[src/rtl/load_store_unit.sv]
// rtl/load_store_unit.sv - rv32 load/store unit bridging the memory stage to a data memory port
//
// Accepts one LB/LH/LW/LBU/LHU/SB/SH/SW access at a time. It checks funct3 and
// alignment, and issues a word-aligned, byte-strobed request to data memory. It then
// waits a variable number of cycles for mem_ack, or times out, and returns extended
// load data or an error code as a one-cycle response pulse.
//
// Ports:
//   clk, rst                       clock (rising edge), synchronous active-high reset
//   req_valid/req_ready            core access handshake (ready only in IDLE)
//   req_we, req_funct3             access kind: store flag and RV32I funct3
//   req_addr, req_wdata            byte address, right-aligned store data
//   resp_valid                     one-cycle completion pulse
//   resp_rdata, resp_err           extended load data, error (00 ok, 01 misaligned,
//                                  10 illegal funct3, 11 bus timeout)
//   mem_req, mem_we                data memory request (held until ack) and write enable
//   mem_addr, mem_wdata, mem_wstrb word address, lane-replicated data, byte strobes
//   mem_ack, mem_rdata             memory completion and read word
module load_store_unit #(
    parameter int MEM_TIMEOUT = 64
) (
    input  logic        clk,
    input  logic        rst,
    input  logic        req_valid,
    output logic        req_ready,
    input  logic        req_we,
    input  logic [2:0]  req_funct3,
    input  logic [31:0] req_addr,
    input  logic [31:0] req_wdata,
    output logic        resp_valid,
    output logic [31:0] resp_rdata,
    output logic [1:0]  resp_err,
    output logic        mem_req,
    output logic        mem_we,
    output logic [31:0] mem_addr,
    output logic [31:0] mem_wdata,
    output logic [3:0]  mem_wstrb,
    input  logic        mem_ack,
    input  logic [31:0] mem_rdata
);

    typedef enum logic [1:0] {IDLE, BUS, RESP} state_t;

    localparam logic [1:0] ERR_OK    = 2'b00;
    localparam logic [1:0] ERR_ALIGN = 2'b01;
    localparam logic [1:0] ERR_F3    = 2'b10;
    localparam logic [1:0] ERR_TMO   = 2'b11;
    localparam logic [7:0] TMO_LAST  = 8'(MEM_TIMEOUT - 1);

    state_t      state_q;
    logic [7:0]  cnt_q;
    logic        we_q;
    logic [2:0]  f3_q;
    logic [1:0]  lo_q;

    logic        resp_valid_q;
    logic [31:0] resp_rdata_q;
    logic [1:0]  resp_err_q;
    logic        mem_req_q;
    logic        mem_we_q;
    logic [31:0] mem_addr_q;
    logic [31:0] mem_wdata_q;
    logic [3:0]  mem_wstrb_q;

    // Decode of the presented request and of the returning read word.
    logic        illegal_d;
    logic        misaligned_d;
    logic [31:0] wdata_d;
    logic [3:0]  wstrb_d;
    logic [7:0]  byte_d;
    logic [15:0] half_d;
    logic [31:0] load_d;

    always_comb begin
        illegal_d    = 1'b0;
        misaligned_d = 1'b0;
        wdata_d      = 32'h0;
        wstrb_d      = 4'b0000;
        if (req_we) begin
            illegal_d = !(req_funct3 inside {3'b000, 3'b001, 3'b010});
        end else begin
            illegal_d = (req_funct3 inside {3'b011, 3'b110, 3'b111});
        end
        // funct3[1:0] selects the width for both signed and unsigned variants
        misaligned_d = ((req_funct3[1:0] == 2'b01) && req_addr[0]) ||
                       ((req_funct3[1:0] == 2'b10) && (req_addr[1:0] != 2'b00));
        if (req_we) begin
            case (req_funct3[1:0])
                2'b00: begin
                    wdata_d = {4{req_wdata[7:0]}};
                    wstrb_d = 4'b0001 << req_addr[1:0];
                end
                2'b01: begin
                    wdata_d = {2{req_wdata[15:0]}};
                    wstrb_d = req_addr[1] ? 4'b1100 : 4'b0011;
                end
                default: begin
                    wdata_d = req_wdata;
                    wstrb_d = 4'b1111;
                end
            endcase
        end

        case (lo_q)
            2'b00:   byte_d = mem_rdata[7:0];
            2'b01:   byte_d = mem_rdata[15:8];
            2'b10:   byte_d = mem_rdata[23:16];
            default: byte_d = mem_rdata[31:24];
        endcase
        half_d = lo_q[1] ? mem_rdata[31:16] : mem_rdata[15:0];
        case (f3_q)
            3'b000:  load_d = {{24{byte_d[7]}}, byte_d};
            3'b100:  load_d = {24'h0, byte_d};
            3'b001:  load_d = {{16{half_d[15]}}, half_d};
            3'b101:  load_d = {16'h0, half_d};
            default: load_d = mem_rdata;
        endcase
    end

    always_ff @(posedge clk) begin
        if (rst) begin
            state_q      <= IDLE;
            cnt_q        <= 8'h0;
            we_q         <= 1'b0;
            f3_q         <= 3'b000;
            lo_q         <= 2'b00;
            resp_valid_q <= 1'b0;
            resp_rdata_q <= 32'h0;
            resp_err_q   <= ERR_OK;
            mem_req_q    <= 1'b0;
            mem_we_q     <= 1'b0;
            mem_addr_q   <= 32'h0;
            mem_wdata_q  <= 32'h0;
            mem_wstrb_q  <= 4'b0000;
        end else begin
            case (state_q)
                IDLE: begin
                    if (req_valid) begin
                        we_q <= req_we;
                        f3_q <= req_funct3;
                        lo_q <= req_addr[1:0];
                        if (illegal_d) begin
                            resp_valid_q <= 1'b1;
                            resp_rdata_q <= 32'h0;
                            resp_err_q   <= ERR_F3;
                            state_q      <= RESP;
                        end else if (misaligned_d) begin
                            resp_valid_q <= 1'b1;
                            resp_rdata_q <= 32'h0;
                            resp_err_q   <= ERR_ALIGN;
                            state_q      <= RESP;
                        end else begin
                            mem_req_q   <= 1'b1;
                            mem_we_q    <= req_we;
                            mem_addr_q  <= {req_addr[31:2], 2'b00};
                            mem_wdata_q <= wdata_d;
                            mem_wstrb_q <= wstrb_d;
                            cnt_q       <= 8'h0;
                            state_q     <= BUS;
                        end
                    end
                end
                BUS: begin
                    if (mem_ack || (cnt_q == TMO_LAST)) begin
                        mem_req_q    <= 1'b0;
                        mem_we_q     <= 1'b0;
                        mem_addr_q   <= 32'h0;
                        mem_wdata_q  <= 32'h0;
                        mem_wstrb_q  <= 4'b0000;
                        resp_valid_q <= 1'b1;
                        state_q      <= RESP;
                        if (mem_ack) begin
                            resp_rdata_q <= we_q ? 32'h0 : load_d;
                            resp_err_q   <= ERR_OK;
                        end else begin
                            resp_rdata_q <= 32'h0;
                            resp_err_q   <= ERR_TMO;
                        end
                    end else begin
                        cnt_q <= cnt_q + 8'h1;
                    end
                end
                RESP: begin
                    resp_valid_q <= 1'b0;
                    resp_rdata_q <= 32'h0;
                    resp_err_q   <= ERR_OK;
                    state_q      <= IDLE;
                end
                default: state_q <= IDLE;
            endcase
        end
    end

    // Ready is the only state decode; it is forced low while reset is asserted.
    assign req_ready  = (state_q == IDLE) && !rst;
    assign resp_valid = resp_valid_q;
    assign resp_rdata = resp_rdata_q;
    assign resp_err   = resp_err_q;
    assign mem_req    = mem_req_q;
    assign mem_we     = mem_we_q;
    assign mem_addr   = mem_addr_q;
    assign mem_wdata  = mem_wdata_q;
    assign mem_wstrb  = mem_wstrb_q;

endmodule

[config.mk]
export PLATFORM = sky130hd
export DESIGN_NAME = load_store_unit
export DESIGN_NICKNAME = d
export VERILOG_FILES = /design/src/rtl/load_store_unit.sv
export SDC_FILE = /design/constraint.sdc
export NUM_CORES = 1
export LEC_CHECK = 0
export CORE_AREA = 2 2 127 129
export CTS_CLUSTER_DIAMETER = 60
export CTS_CLUSTER_SIZE = 12
export DETAILED_ROUTE_END_ITERATION = 6
export DIE_AREA = 0 0 129 131
export GPL_ROUTABILITY_DRIVEN = 0
export PLACE_DENSITY = 0.66
export SYNTH_ARGS = -nofsm -noshare
export SYNTH_HDL_FRONTEND = slang
export SYNTH_SLANG_ARGS = --single-unit
[constraint.sdc]
create_clock -name clk -period 3.61 [get_ports clk]
set_input_delay 0.722 -clock clk [delete_from_list [all_inputs] [get_ports clk]]
set_output_delay 0.722 -clock clk [all_outputs]
set_load 0.005 [all_outputs]
==> impl_results.md <==
* Met2 routed WL at 7693 um
* Residual DRC count at 0
* Total Die Area at 16900 um^2
* Antenna cell count at 0
* Launch point of the worst reg-to-reg path: state_q[0]$_SDFFE_PP0P_
* Number of top-level pins at 210
* Initial standard-cell utilization of the core at 34.06%
* Estimated wirelength of the detail-placed design at 12250 um
* Data arrival time of the critical path at 3080 ps
* H-Tree Depth at 4
* Critical path launch point type: input port
* RSZ-0062 raised after global routing: no
* Measured slew at the worst slew-check pin at 975.3 ps
* Most common cell after layout, fill and taps aside: sky130_fd_sc_hd__clkdlybuf4s50_1
* Yosys warnings at 0
* Clock tree from TritonCTS: yes
* Wire length per cell after detailed routing at 17.26 um
* Number of vias in the routed layout at 5061
* CP Capture Type: flop
* Clock slew at reported path FFs at 60 ps
* Root Buffer: sky130_fd_sc_hd__clkbuf_16
* Slack of the worst reg-to-reg path at 880 ps
* EDFF count, synth at 0
* Clock latency reported for the late side of the worst-skew pair at 410 ps
* Final number of setup-violating endpoints at 0
* Critical register-to-register path endpoint: mem_addr[7]$_SDFFE_PP0P_
* Number of global-route vias before repair at 5091
* Max-cap violations at 0
* Port-buffer cells at 207
* Worst Slack Setup Final at 848.1 ps
* Launch point of the worst path: mem_ack
* Clk buf depth at 2
* Portion of the post-synthesis area used by sequential elements at 44.84%
* Routed length on met1 at 7392 um
* Gr ovfl total at 0
* Power per cell area at 447.9 nW/um^2
* Remaining number of nets flagged by the antenna check after routing at 0
* Leading cell types in the layout, fill and taps excluded: 206 x sky130_fd_sc_hd__clkdlybuf4s50_1, 119 x sky130_fd_sc_hd__dfxtp_1, 48 x sky130_fd_sc_hd__a22o_1
* Post-layout net count at 857
* Share of the clock period used by the worst path at 76.51%
* Setup skew after layout at 9.085 ps
* Sw Pwr at 1.015 mW
* Number of setup buffers added after CTS at 0
* Horiz. Die Dim at 129 um
* Required time worst endpoint at 3930 ps
* Min-Delay Path Class: reg2reg
* First-pass GRT wire length at 25930 um
* Most instantiated flip-flop cell in the synthesis netlist: sky130_fd_sc_hd__dfxtp_1
* Largest vdd supply drop at 0.0003358 V
* Sinks on Clock Net at 119
* Largest net degree at the start of global routing at 71
* Portion of total power attributed to sequential cells at 39.6%
* Num rows at 46
* WL met3 at 1570 um
* Result of the run: finished, final reports clean
* Final Hold Vio Count at 0
* Finished Core Util at 51.41%
* Flip-flop and latch count after synthesis at 119
* Worst-case headroom to the max-slew limit at 34.83%
* Largest fanout of any net on the critical path at 13
* Pleak at 2.902 nW
* Placement Setup Slack at 359.3 ps
* Clock network power share at 42.9%
* Number of slew-limit violations in the final report at 0
* Fraction of registers with async set/reset at 0%
* Number of DRC violations after detailed-routing iteration 0 at 341
* Count of different cell masters after synthesis at 54
* Number of cells traversed by the worst register-to-register path at 7
* Synth-to-Final Area Change at 50.94%
* Clock buffer count from CTS at 17
* Crit path kind: in2reg
* Detailed-router iteration count before antenna repair at 5
* Pint at 2.577 mW
* Number of antenna violations at the first check in global routing at 0
* Max Clk Rate at 362.1 MHz
* Wire length after detailed routing at 16860 um
* Mean post-synth cell area at 9.487 um^2
* Setup TNS Final at 0 ps
* Final min period at 2762 ps
* Die H at 131 um
* Instance count of the mapped netlist at 560
* Number of gates resized after cts at 0
* Placeable core region at 15600 um^2
* Highest routing layer actually used: met4
* Combinational fraction of design power at 17.4%
* Post-synth design cell area at 5313 um^2
* Hold Buf Count CTS at 0
* Vias per std cell at 5.180
* Overall global routing resource usage at 19.62%
* Proportion of layout cells with a drive suffix above 1 at 8.541%
* Switching share of power at 28.25%
* Critical path capture point: resp_rdata[22]$_SDFFE_PP0P_
## synthesized netlist by cell type (all sizes together) (12+ instances only)
library cell | number | area share (%)
dfxtp | 119 | 45
a22o | 48 | 7.9
o21ai | 46 | 4.3
a21oi | 45 | 4.2
nand2 | 39 | 2.8
nand3b | 32 | 4.5
clkbuf | 29 | 2.0
buf | 19 | 2.8
inv | 19 | 1.3
nor2 | 19 | 1.4
mux2i | 18 | 3.4
nand3 | 14 | 1.3
nand2b | 12 | 1.4
o2bb2ai | 12 | 2.0
## worst min path at each step
| stage | start | to | cells after the start |
|---|---|---|---|
| after floorplan | we_q$_SDFFE_PP0P_ | we_q$_SDFFE_PP0P_ | 2 |
| after global placement | mem_req$_SDFFE_PP0P_ | mem_req$_SDFFE_PP0P_ | 1 |
| after detailed placement | mem_req$_SDFFE_PP0P_ | mem_req$_SDFFE_PP0P_ | 1 |
| after CTS | mem_req$_SDFFE_PP0P_ | mem_req$_SDFFE_PP0P_ | 1 |
| after global routing | mem_we$_SDFFE_PP0P_ | mem_we$_SDFFE_PP0P_ | 1 |
| final | mem_req$_SDFFE_PP0P_ | mem_req$_SDFFE_PP0P_ | 1 |
## routing by layer
metal	GRT usage, %	vias up
li1	-	2442
met1	24.00	2386
met2	31.00	217
met3	8.795	16
met4	6.394	0
met5	0	-
## cell families (layout without fill, tap and decap cells)
| logic type | Yosys count | after routing | synth area share [%] |
|---|---|---|---|
| simple gates | 143 | 143 | 15.28 |
| other cells | 1 | 2 | 0.07059 |
| compound gates | 197 | 197 | 26.50 |
| mux | 28 | 28 | 5.935 |
| buf+inv | 67 | 267 | 6.194 |
| flops | 119 | 119 | 44.84 |
| fa+ha+maj | 5 | 5 | 1.178 |
## power by group through the flow
| stage | Combinational [mW] | Clock (mW) | Sequential (mW) |
|---|---|---|---|
| finish | 0.626 | 1.54 | 1.42 |
| CTS | 0.629 | 1.58 | 1.42 |
| floorplan | 0.349 | 0 | 1.44 |
| global route | 0.680 | 1.63 | 1.43 |
| global placement | 0.616 | 0 | 1.45 |
| detailed placement | 0.626 | 0 | 1.45 |
## state kept, by name (all words and copies together) (netlist names)
signal      cells
lo_q            2
mem_wdata      32
f3_q            3
resp_err        2
cnt_q           8
mem_wstrb       4
mem_addr       30
resp_valid      1
we_q            1
resp_rdata     32
mem_req         1
state_q         2
mem_we          1
## worst max-delay path, stage by stage
cell and delay [ps]:
sky130_fd_sc_hd__clkdlybuf4s50_1 530, sky130_fd_sc_hd__inv_1 70, sky130_fd_sc_hd__or4b_1 770, sky130_fd_sc_hd__nor4b_4 490, sky130_fd_sc_hd__buf_4 260, sky130_fd_sc_hd__a21oi_1 50, sky130_fd_sc_hd__o21ai_0 170
## stage by stage
step / hold WS [ps] / cell area, um^2 / power (mW) / instances
finish: 453.5 / 8019 / 3.592 / 977
global route: 476.2 / 8019 / 3.746 / 977
CTS: 458.1 / 8019 / 3.629 / 977
detailed placement: 444.2 / 7473 / 2.076 / 945
global placement: 436.2 / 7473 / 2.064 / 945
floorplan: 431.3 / 5316 / 1.786 / 561
## final cells by class
type / count / area [um^2]
clock inverter: 15 / 120.1
clock buffer: 17 / 425.4
timing repair buffer: 216 / 2135
multi-input combinational: 375 / 2615
inverter: 19 / 71.32
tap: 216 / 270.3
fill: 1437 / 7579
sequential: 119 / 2382
(Power assumes the default switching activity.)
